[src/rtl/line_addr_gen.sv]
// ============================================================================
//  Module      : line_addr_gen
//  Description : Line-period measurement and per-line wrapping BRAM address
//                generator for the write side of a convolution line buffer.
//  Revision    : 1.0 - initial release
// ============================================================================
`default_nettype none

module line_addr_gen #(
    parameter int ADDR_W  = 12,
    parameter int TAPS    = 5,
    parameter int MIN_LEN = 16
) (
    input  logic              clk,
    input  logic              rst,
    input  logic              de_in,
    input  logic              vs_in,
    input  logic [7:0]        data_in,
    output logic [ADDR_W-1:0] addr,
    output logic [7:0]        data_o,
    output logic              stat_o,
    output logic [ADDR_W-1:0] line_len,
    output logic              locked,
    output logic              sync_err,
    output logic              rows_ready
);

    localparam int ROW_W = (TAPS > 1) ? $clog2(TAPS) : 1;
    localparam logic [ADDR_W-1:0] c_cnt_max  = '1;
    localparam logic [ADDR_W-1:0] c_min_len  = ADDR_W'(MIN_LEN);
    localparam logic [ROW_W-1:0]  c_row_full = ROW_W'(TAPS - 1);

    typedef enum logic [1:0] {
        S_IDLE    = 2'd0,
        S_MEASURE = 2'd1,
        S_RUN     = 2'd2
    } state_t;

    state_t            r_state;
    state_t            w_next_state;
    logic              r_de_q;
    logic              r_vs_q;
    logic [ADDR_W-1:0] r_cnt;
    logic [ADDR_W-1:0] r_addr;
    logic [ADDR_W-1:0] r_len;
    logic              r_err;
    logic              r_locked;
    logic [ROW_W-1:0]  r_row_cnt;
    logic              r_ready;
    logic [7:0]        r_data;
    logic              r_stat;

    logic [ADDR_W-1:0] w_cnt_next;
    logic [ADDR_W-1:0] w_addr_next;
    logic [ADDR_W-1:0] w_len_next;
    logic              w_err_next;
    logic              w_de_rise;
    logic              w_vs_rise;
    logic              w_wrap;

    assign w_de_rise = de_in & ~r_de_q;
    assign w_vs_rise = vs_in & ~r_vs_q;
    assign w_wrap    = (r_addr == (r_len - ADDR_W'(1)));

    always_ff @(posedge clk or negedge rst) begin
        if (!rst) begin
            r_state   <= S_IDLE;
            r_de_q    <= 1'b0;
            r_vs_q    <= 1'b0;
            r_cnt     <= '0;
            r_addr    <= '0;
            r_len     <= '0;
            r_err     <= 1'b0;
            r_locked  <= 1'b0;
            r_row_cnt <= '0;
            r_ready   <= 1'b0;
            r_data    <= '0;
            r_stat    <= 1'b0;
        end else begin
            r_state  <= w_next_state;
            r_de_q   <= de_in;
            r_vs_q   <= vs_in;
            r_cnt    <= w_cnt_next;
            r_addr   <= w_addr_next;
            r_len    <= w_len_next;
            r_err    <= w_err_next;
            r_locked <= (w_next_state == S_RUN);
            r_data   <= data_in;
            r_stat   <= de_in;
            // A line start coinciding with vsync is the first line of the frame.
            if (w_vs_rise) begin
                r_row_cnt <= w_de_rise ? ROW_W'(1) : '0;
            end else if (w_de_rise && (r_row_cnt != c_row_full)) begin
                r_row_cnt <= r_row_cnt + ROW_W'(1);
            end
            r_ready <= r_locked & (r_row_cnt == c_row_full);
        end
    end

    always_comb begin
        w_next_state = r_state;
        w_cnt_next   = r_cnt;
        w_addr_next  = r_addr;
        w_len_next   = r_len;
        w_err_next   = 1'b0;
        case (r_state)
            S_IDLE: begin
                w_addr_next = '0;
                if (w_de_rise) begin
                    w_cnt_next   = ADDR_W'(1);
                    w_next_state = S_MEASURE;
                end
            end
            S_MEASURE: begin
                // A line start wins over a simultaneous counter overflow.
                if (w_de_rise) begin
                    w_cnt_next  = ADDR_W'(1);
                    w_addr_next = '0;
                    if (r_cnt >= c_min_len) begin
                        w_len_next   = r_cnt;
                        w_next_state = S_RUN;
                    end else begin
                        w_err_next = 1'b1;
                    end
                end else if (r_cnt == c_cnt_max) begin
                    w_err_next   = 1'b1;
                    w_addr_next  = '0;
                    w_next_state = S_IDLE;
                end else begin
                    w_cnt_next  = r_cnt + ADDR_W'(1);
                    w_addr_next = r_cnt;
                end
            end
            S_RUN: begin
                w_addr_next = w_wrap ? '0 : (r_addr + ADDR_W'(1));
                if (w_de_rise && !w_wrap) begin
                    w_err_next   = 1'b1;
                    w_addr_next  = '0;
                    w_cnt_next   = ADDR_W'(1);
                    w_next_state = S_MEASURE;
                end
            end
            default: begin
                w_addr_next  = '0;
                w_next_state = S_IDLE;
            end
        endcase
    end

    assign addr       = r_addr;
    assign data_o     = r_data;
    assign stat_o     = r_stat;
    assign line_len   = r_len;
    assign locked     = r_locked;
    assign sync_err   = r_err;
    assign rows_ready = r_ready;

endmodule

`default_nettype wire
[config.mk]
export PLATFORM = sky130hd
export DESIGN_NAME = line_addr_gen
export DESIGN_NICKNAME = d
export VERILOG_FILES = /design/src/rtl/line_addr_gen.sv
export SDC_FILE = /design/constraint.sdc
export NUM_CORES = 1
export LEC_CHECK = 0
export BUFFER_PORTS_ARGS = -buffer_cell sky130_fd_sc_hd__buf_2
export CORE_MARGIN = 4
export CORE_UTILIZATION = 40
export CTS_BUF_LIST = sky130_fd_sc_hd__clkbuf_4 sky130_fd_sc_hd__clkbuf_8 sky130_fd_sc_hd__clkbuf_16
export DETAILED_ROUTE_END_ITERATION = 8
export PLACE_DENSITY = 0.59
export SYNTH_ARGS = -nofsm -noshare
export SYNTH_HDL_FRONTEND = slang
export SYNTH_SLANG_ARGS = --single-unit
export TNS_END_PERCENT = 100
[constraint.sdc]
create_clock -name clk -period 5.6 [get_ports clk]
set_input_delay 0.84 -clock clk [delete_from_list [all_inputs] [get_ports clk]]
set_output_delay 0.84 -clock clk [all_outputs]
set_load 0.01 [all_outputs]
# After elaboration in Yosys (flattened, before gate mapping)
# Index checks and enable logic that the tools add are counted.
# classes
reduce_logical,8
bitwise_logic,5
muxes,24
eq_ne,10
magnitude_cmp,1
add_sub_neg,4
# op_table
operator,n
two-way mux 12 bit,8
one-hot mux 12 bit (3 select lines),1
"adder 12 x 1 -> 12 bit, second input constant",2
one-hot mux 12 bit (2 select lines),1
== test 12 bit,1
"== test 12 bit, second input constant",1
">= comparator 12 x 5 -> 1 bit, second input constant",1
"subtractor 12 x 1 -> 12 bit, second input constant",1
two-way mux 2 bit,5
two-way mux 3 bit,2
"inequality test 3 bit, second input constant",2
one-hot mux 2 bit (3 select lines),1
two-way mux 1 bit,5
"== test 2 bit, second input constant",2
"inequality test 2 bit, second input constant",2
AND reduction 4 bit,1
"adder 3 x 1 -> 3 bit, second input constant",1
bitwise AND 1 bit,3
"== test 3 bit, second input constant",1
AND reduction 3 bit,1
nonzero test 3 bit,1
"== test 2 x 1 -> 1 bit, second input constant",1
logical AND 1 bit,2
zero test 2 bit,1
4 further kinds,5
# totals
register_bits,54
inputBits,12
elab_cells,63
output_inout_bits,36

# Logic depth before layout (Yosys ltp)
# depth
depth_word,7
mapped_depth,10
depth_no_buf,9

# Worst setup path after synthesis
# OpenSTA, ideal clock, no wires.
# synth_path
path_kind,reg-to-reg
from,reg r_len[0] (netlist: line_len[0])
to,reg r_cnt[8]
arrival_ps,2277
path_stages_with_launch,9
setup_slack_ps,3201
t_required_ps,5478
setup_time_ps,122
path_cell_list,dfrtp_1 > inv_1 > ha_1 > or3_1 > a31o_1 > nor4_4 > nand4_4 > or2_1 > o2111a_1
# synth_via
elab_chain_cells,6
# synth_rtl
item,line_no,text
"start, declared",45,logic [ADDR_W-1:0] r_len;
"start signal, assigned",85,r_len <= w_len_next;
subtractor 12 x 1 -> 12 bit,63,assign w_wrap = (r_addr == (r_len - ADDR_W'(1)));
== test 12 bit,63,
zero test 1 bit,136,if (w_de_rise && !w_wrap) begin
logical AND 1 bit,136,
inequality test 2 bit (no source line),n/a,
AND reduction 4 bit (no source line),n/a,
"end signal, assigned",83,r_cnt <= w_cnt_next;
"end, declared",43,logic [ADDR_W-1:0] r_cnt;
# Every way passes these cells.
# A chain may end at the register's enable or synchronous reset.

# Worst setup path in the final report
# layout_path
from,reg r_len[0] (netlist: line_len[0])
to,reg r_addr[3] (netlist: addr[3])
# layout_via
elab_chain_cells,6
word_cells_on_any_way,7
cone_classes,1 x add/sub; 1 x eq/ne; 3 x mux; 2 x reduce/logical
# layout_rtl
item,line_no,text
subtractor 12 x 1 -> 12 bit (*),63,
== test 12 bit (*),63,
zero test 1 bit,136,
logical AND 1 bit,136,
two-way mux 12 bit (*),136,
one-hot mux 12 bit (2 select lines) (*),106,case (r_state)
net w_addr_next[3],54,logic [ADDR_W-1:0] w_addr_next;
"end signal, assigned",84,r_addr <= w_addr_next;
"end, declared",44,logic [ADDR_W-1:0] r_addr;
# Mark *: on every way through the listed nets, which the timed path passes. The rest lies on a longest branch.

==> qor.log <==
INFO  status         status=complete, no violations
INFO  yosys          synth-edff-count=0
INFO  pwr            total_power=0.000903W
INFO  critical_path  critPathSlowestCell=sky130_fd_sc_hd__dfrtp_1
INFO  route          detailroute.via_count=2,451
INFO  pwr            powerDensity=260nW/µm²
INFO  placement      buffer_ports.inserted=47
INFO  yosys          synth_cells=320
INFO  cts            cts-htree-levels=2
INFO  global_routing first_global_vias=2,327
INFO  critical_path  worst-path-buf-inv=1
INFO  critical_path  path_cells=inv_1 > ha_1 > nor2b_1 > a21boi_1 > o41ai_1 > a21o_1 > nand4_4 > nand3_1 > o21ai_0
INFO  cts            post_cts_sizing=0
INFO  floorplanning  die_width=95.3µm
INFO  timing         grt_setup_unrepaired=false
INFO  cts            clock_tree.root_cell=sky130_fd_sc_hd__clkbuf_8
INFO  cts            clk_path_buf_depth=2
INFO  global_routing antenna_found_initial=0
INFO  placement      rd_place_congestion=0.873
INFO  floorplanning  core-area=7330µm²
INFO  critical_path  critical_path.top_delay_family=simple AND/OR/NAND/NOR gates
INFO  timing         layout_worst_path_cycle_share=0.469
INFO  layout         drive_gt1_frac=0.210
INFO  route          drt-vias-per-instance=5.32
INFO  placement      detailed_place_hpwl=5090µm
INFO  cts            cts_hold_buffers=0
INFO  yosys          synth-async-reset-ratio=1.00
INFO  yosys          synth_xor_xnor_area_share=0.0661
INFO  critical_path  critical_path_arrival=2.81ns
INFO  floorplanning  die_height=95.3µm
INFO  route          number_of_nets_still_failing_antenna_checks_after_routing=0
INFO  layout         num_antenna_cells=0
INFO  yosys          yosys_most_used_dff=sky130_fd_sc_hd__dfrtp_1
INFO  cts            numCtsBuffers=5
INFO  timing         final-max-slew-violation-count=0
INFO  yosys          post_synthesis_instance_area=3050µm²
INFO  critical_path  critPathKind=register to register
INFO  timing         fin_hold_ws=0.551ns
INFO  cts            clkSinkCount=54
INFO  global_routing global_route.usage.total=0.159
INFO  timing         finalHoldViolCount=0
INFO  critical_path  worst-endpoint-required=5.78ns
INFO  timing         number_of_setup_violations_in_the_final_report=0
INFO  cts            worst_skew_pair.late_latency=0.31ns
INFO  yosys          synthesis.nets=342
INFO  floorplanning  rows=31
INFO  yosys          synthesis.yosys.warnings=0
INFO  yosys          synth_sequential_area_ratio=0.444
INFO  flow_run       maxCapViolations=0
INFO  global_routing total_congestion_overflow_after_global_routing=0
INFO  timing         max_freq=0.380GHz
INFO  floorplanning  effective_utilization_at_floorplan=0.416
INFO  cts            cts_setup_buffers=0
INFO  route          drt-pass1-iter-count=4
INFO  critical_path  setup.worst_path.start_class=register
INFO  critical_path  critPathCaptureType=register
INFO  yosys          synth-seq-cells=54
INFO  timing         slew-limit-headroom=0.483
INFO  placement      place.detailed.instances=453
INFO  yosys          synth-compound-area-share=0.152
INFO  layout         nets=383
INFO  layout         area_growth=13.8%
INFO  floorplanning  fp.dieArea=9080µm²
INFO  route          wl=7000µm
INFO  layout         num-fill-cells=725
INFO  yosys          yosys-mux-area-fraction=0.0333
INFO  route          drtIter0Drc=128
INFO  global_routing grt_start_max_net_pins=55
INFO  pwr            vdd.ir_drop.worst=0.000112V
INFO  timing         setup-tns-final=0ns
INFO  cts            cts.clk_slew.worst_paths=0.10ns
INFO  layout         final_cells=461
INFO  yosys          combinational_family_with_the_most_area_after_synthesis=simple AND/OR/NAND/NOR gates
INFO  route          detailed_route_wire_length_per_cell=15.2µm
INFO  critical_path  critical_path.max_stage_delay=0.46ns
INFO  cts            cts_tree=done
INFO  yosys          syn_avg_cell_area=9.52µm²
INFO  timing         max_slew.worst_pin.slew=0.772ns
INFO  global_routing wire_length_of_the_first_global_routing_pass=11,400µm
INFO  timing         final.min_clock_period=2.63ns
INFO  yosys          yosys.area_share.simple=0.228
INFO  timing         fin_skew=0.00685ns
INFO  layout         final_core_util=0.473
INFO  yosys          synthDistinctLibCells=58
INFO  critical_path  maximum_fanout_count_along_the_critical_path=11
INFO  route          post-route-drc-count=0
INFO  pwr            p_leak=1.67nW
INFO  yosys          adder_and_majority_cell_fraction_of_the_synthesized_area=0.0411
INFO  worst_hold_path hold_path.class=register to register
INFO  floorplanning  total_i_o_pin_count=48
[final timing paths]
| check | start | to | slack (ns) | depth (start not counted) |
|---|---|---|---|---|
| max | line_len[0]$_DFFE_PN0P_ | addr[3]$_DFF_PN0_ | 2.97 | 9 |
| min | locked$_DFF_PN0_ | rows_ready$_DFF_PN0_ | 0.55 | 1 |
| max reg2reg | line_len[0]$_DFFE_PN0P_ | addr[3]$_DFF_PN0_ | 2.97 | 9 |
| min reg2reg | locked$_DFF_PN0_ | rows_ready$_DFF_PN0_ | 0.55 | 1 |
| max in group asynchronous | rst | r_cnt[6]$_DFFE_PN0P_ | 4.49 | 2 |
| min in group asynchronous | rst | data_o[6]$_DFF_PN0_ | 0.64 | 2 |
[logic make-up (layout without fill, tap and decap cells)]
logic type	after synthesis	after routing
compound gates	70	70
xor+xnor	23	23
mux	9	9
fa+ha+maj	10	10
buf+inv	29	71
flops	54	54
simple gates	125	125
[registers in the layout, summed over array words and instances, names as in the netlist, 2 cells and up]
name / cells
addr: 12
line_len: 12
r_cnt: 12
data_o: 8
r_row_cnt: 3
r_state: 2
[synth_stat cells (9+ instances only)]
cell type	instances	area [µm²]
sky130_fd_sc_hd__nor2_1	18	67.6
sky130_fd_sc_hd__nand2_1	33	124
sky130_fd_sc_hd__inv_1	15	56.3
sky130_fd_sc_hd__a21oi_1	12	60.1
sky130_fd_sc_hd__o21ai_1	10	50.1
sky130_fd_sc_hd__xor2_1	11	96.3
sky130_fd_sc_hd__clkbuf_1	12	45.0
sky130_fd_sc_hd__mux2_2	9	101
sky130_fd_sc_hd__nand3_1	22	110
sky130_fd_sc_hd__ha_1	10	125
sky130_fd_sc_hd__o21ai_0	13	65.1
sky130_fd_sc_hd__xnor2_1	12	105
sky130_fd_sc_hd__dfrtp_1	54	1350
[report_power, final]
part	total [W]	switching, W	leakage [nW]	internal (W)
Sequential	0.000446	0.0000321	0.721	0.000414
Combinational	0.000195	0.000129	0.896	0.0000662
Clock	0.000262	0.000130	0.0579	0.000132
[layer usage]
| metal | global-route usage | share of wire | up-vias | routed length (µm) |
|---|---|---|---|---|
| met3 | 0.0182 | 0.047 | 6 | 327 |
| met4 | 0.0541 | 0.013 | 0 | 91 |
| met2 | 0.252 | 0.46 | 62 | 3230 |
| met5 | 0 | 0 | - | 0 |
| met1 | 0.226 | 0.48 | 1165 | 3350 |
| li1 | - | - | 1218 | - |
[cell type report]
type | instances | area (µm²) | share of cell area
well taps | 99 | 124 | 0.0357
inverters | 15 | 56.3 | 0.0162
clock inverters | 3 | 40.0 | 0.0115
clock buffers | 5 | 68.8 | 0.0198
multi-input cells | 237 | 1580 | 0.457
flip-flops and latches | 54 | 1350 | 0.390
repair buffers | 48 | 243 | 0.0700
[layout by cell type, fill, tap and decap left out, types with 8 or more instances in the layout]
| cell type | netlist | routed |
|---|---|---|
| sky130_fd_sc_hd__xor2_1 | 11 | 11 |
| sky130_fd_sc_hd__a21oi_1 | 12 | 12 |
| sky130_fd_sc_hd__buf_2 | 2 | 47 |
| sky130_fd_sc_hd__nand2_1 | 33 | 33 |
| sky130_fd_sc_hd__nand3_1 | 22 | 22 |
| sky130_fd_sc_hd__nor2_1 | 18 | 18 |
| sky130_fd_sc_hd__o21ai_1 | 10 | 10 |
| sky130_fd_sc_hd__mux2_2 | 9 | 9 |
| sky130_fd_sc_hd__inv_1 | 15 | 15 |
| sky130_fd_sc_hd__a21o_1 | 8 | 8 |
| sky130_fd_sc_hd__dfrtp_1 | 54 | 54 |
| sky130_fd_sc_hd__o21ai_0 | 13 | 13 |
| sky130_fd_sc_hd__ha_1 | 10 | 10 |
| sky130_fd_sc_hd__nor3_1 | 8 | 8 |
| sky130_fd_sc_hd__xnor2_1 | 12 | 12 |
[through the flow]
| step | instance area, µm² | setup WS (ns) |
|---|---|---|
| after CTS | 3470 | 2.96 |
| after floorplan | 3050 | 3.20 |
| after global routing | 3470 | 2.73 |
| final | 3470 | 2.97 |
| after detailed placement | 3360 | 2.93 |
| after global placement | 3360 | 2.97 |
No activity file was read; power rests on OpenSTA's default activity.
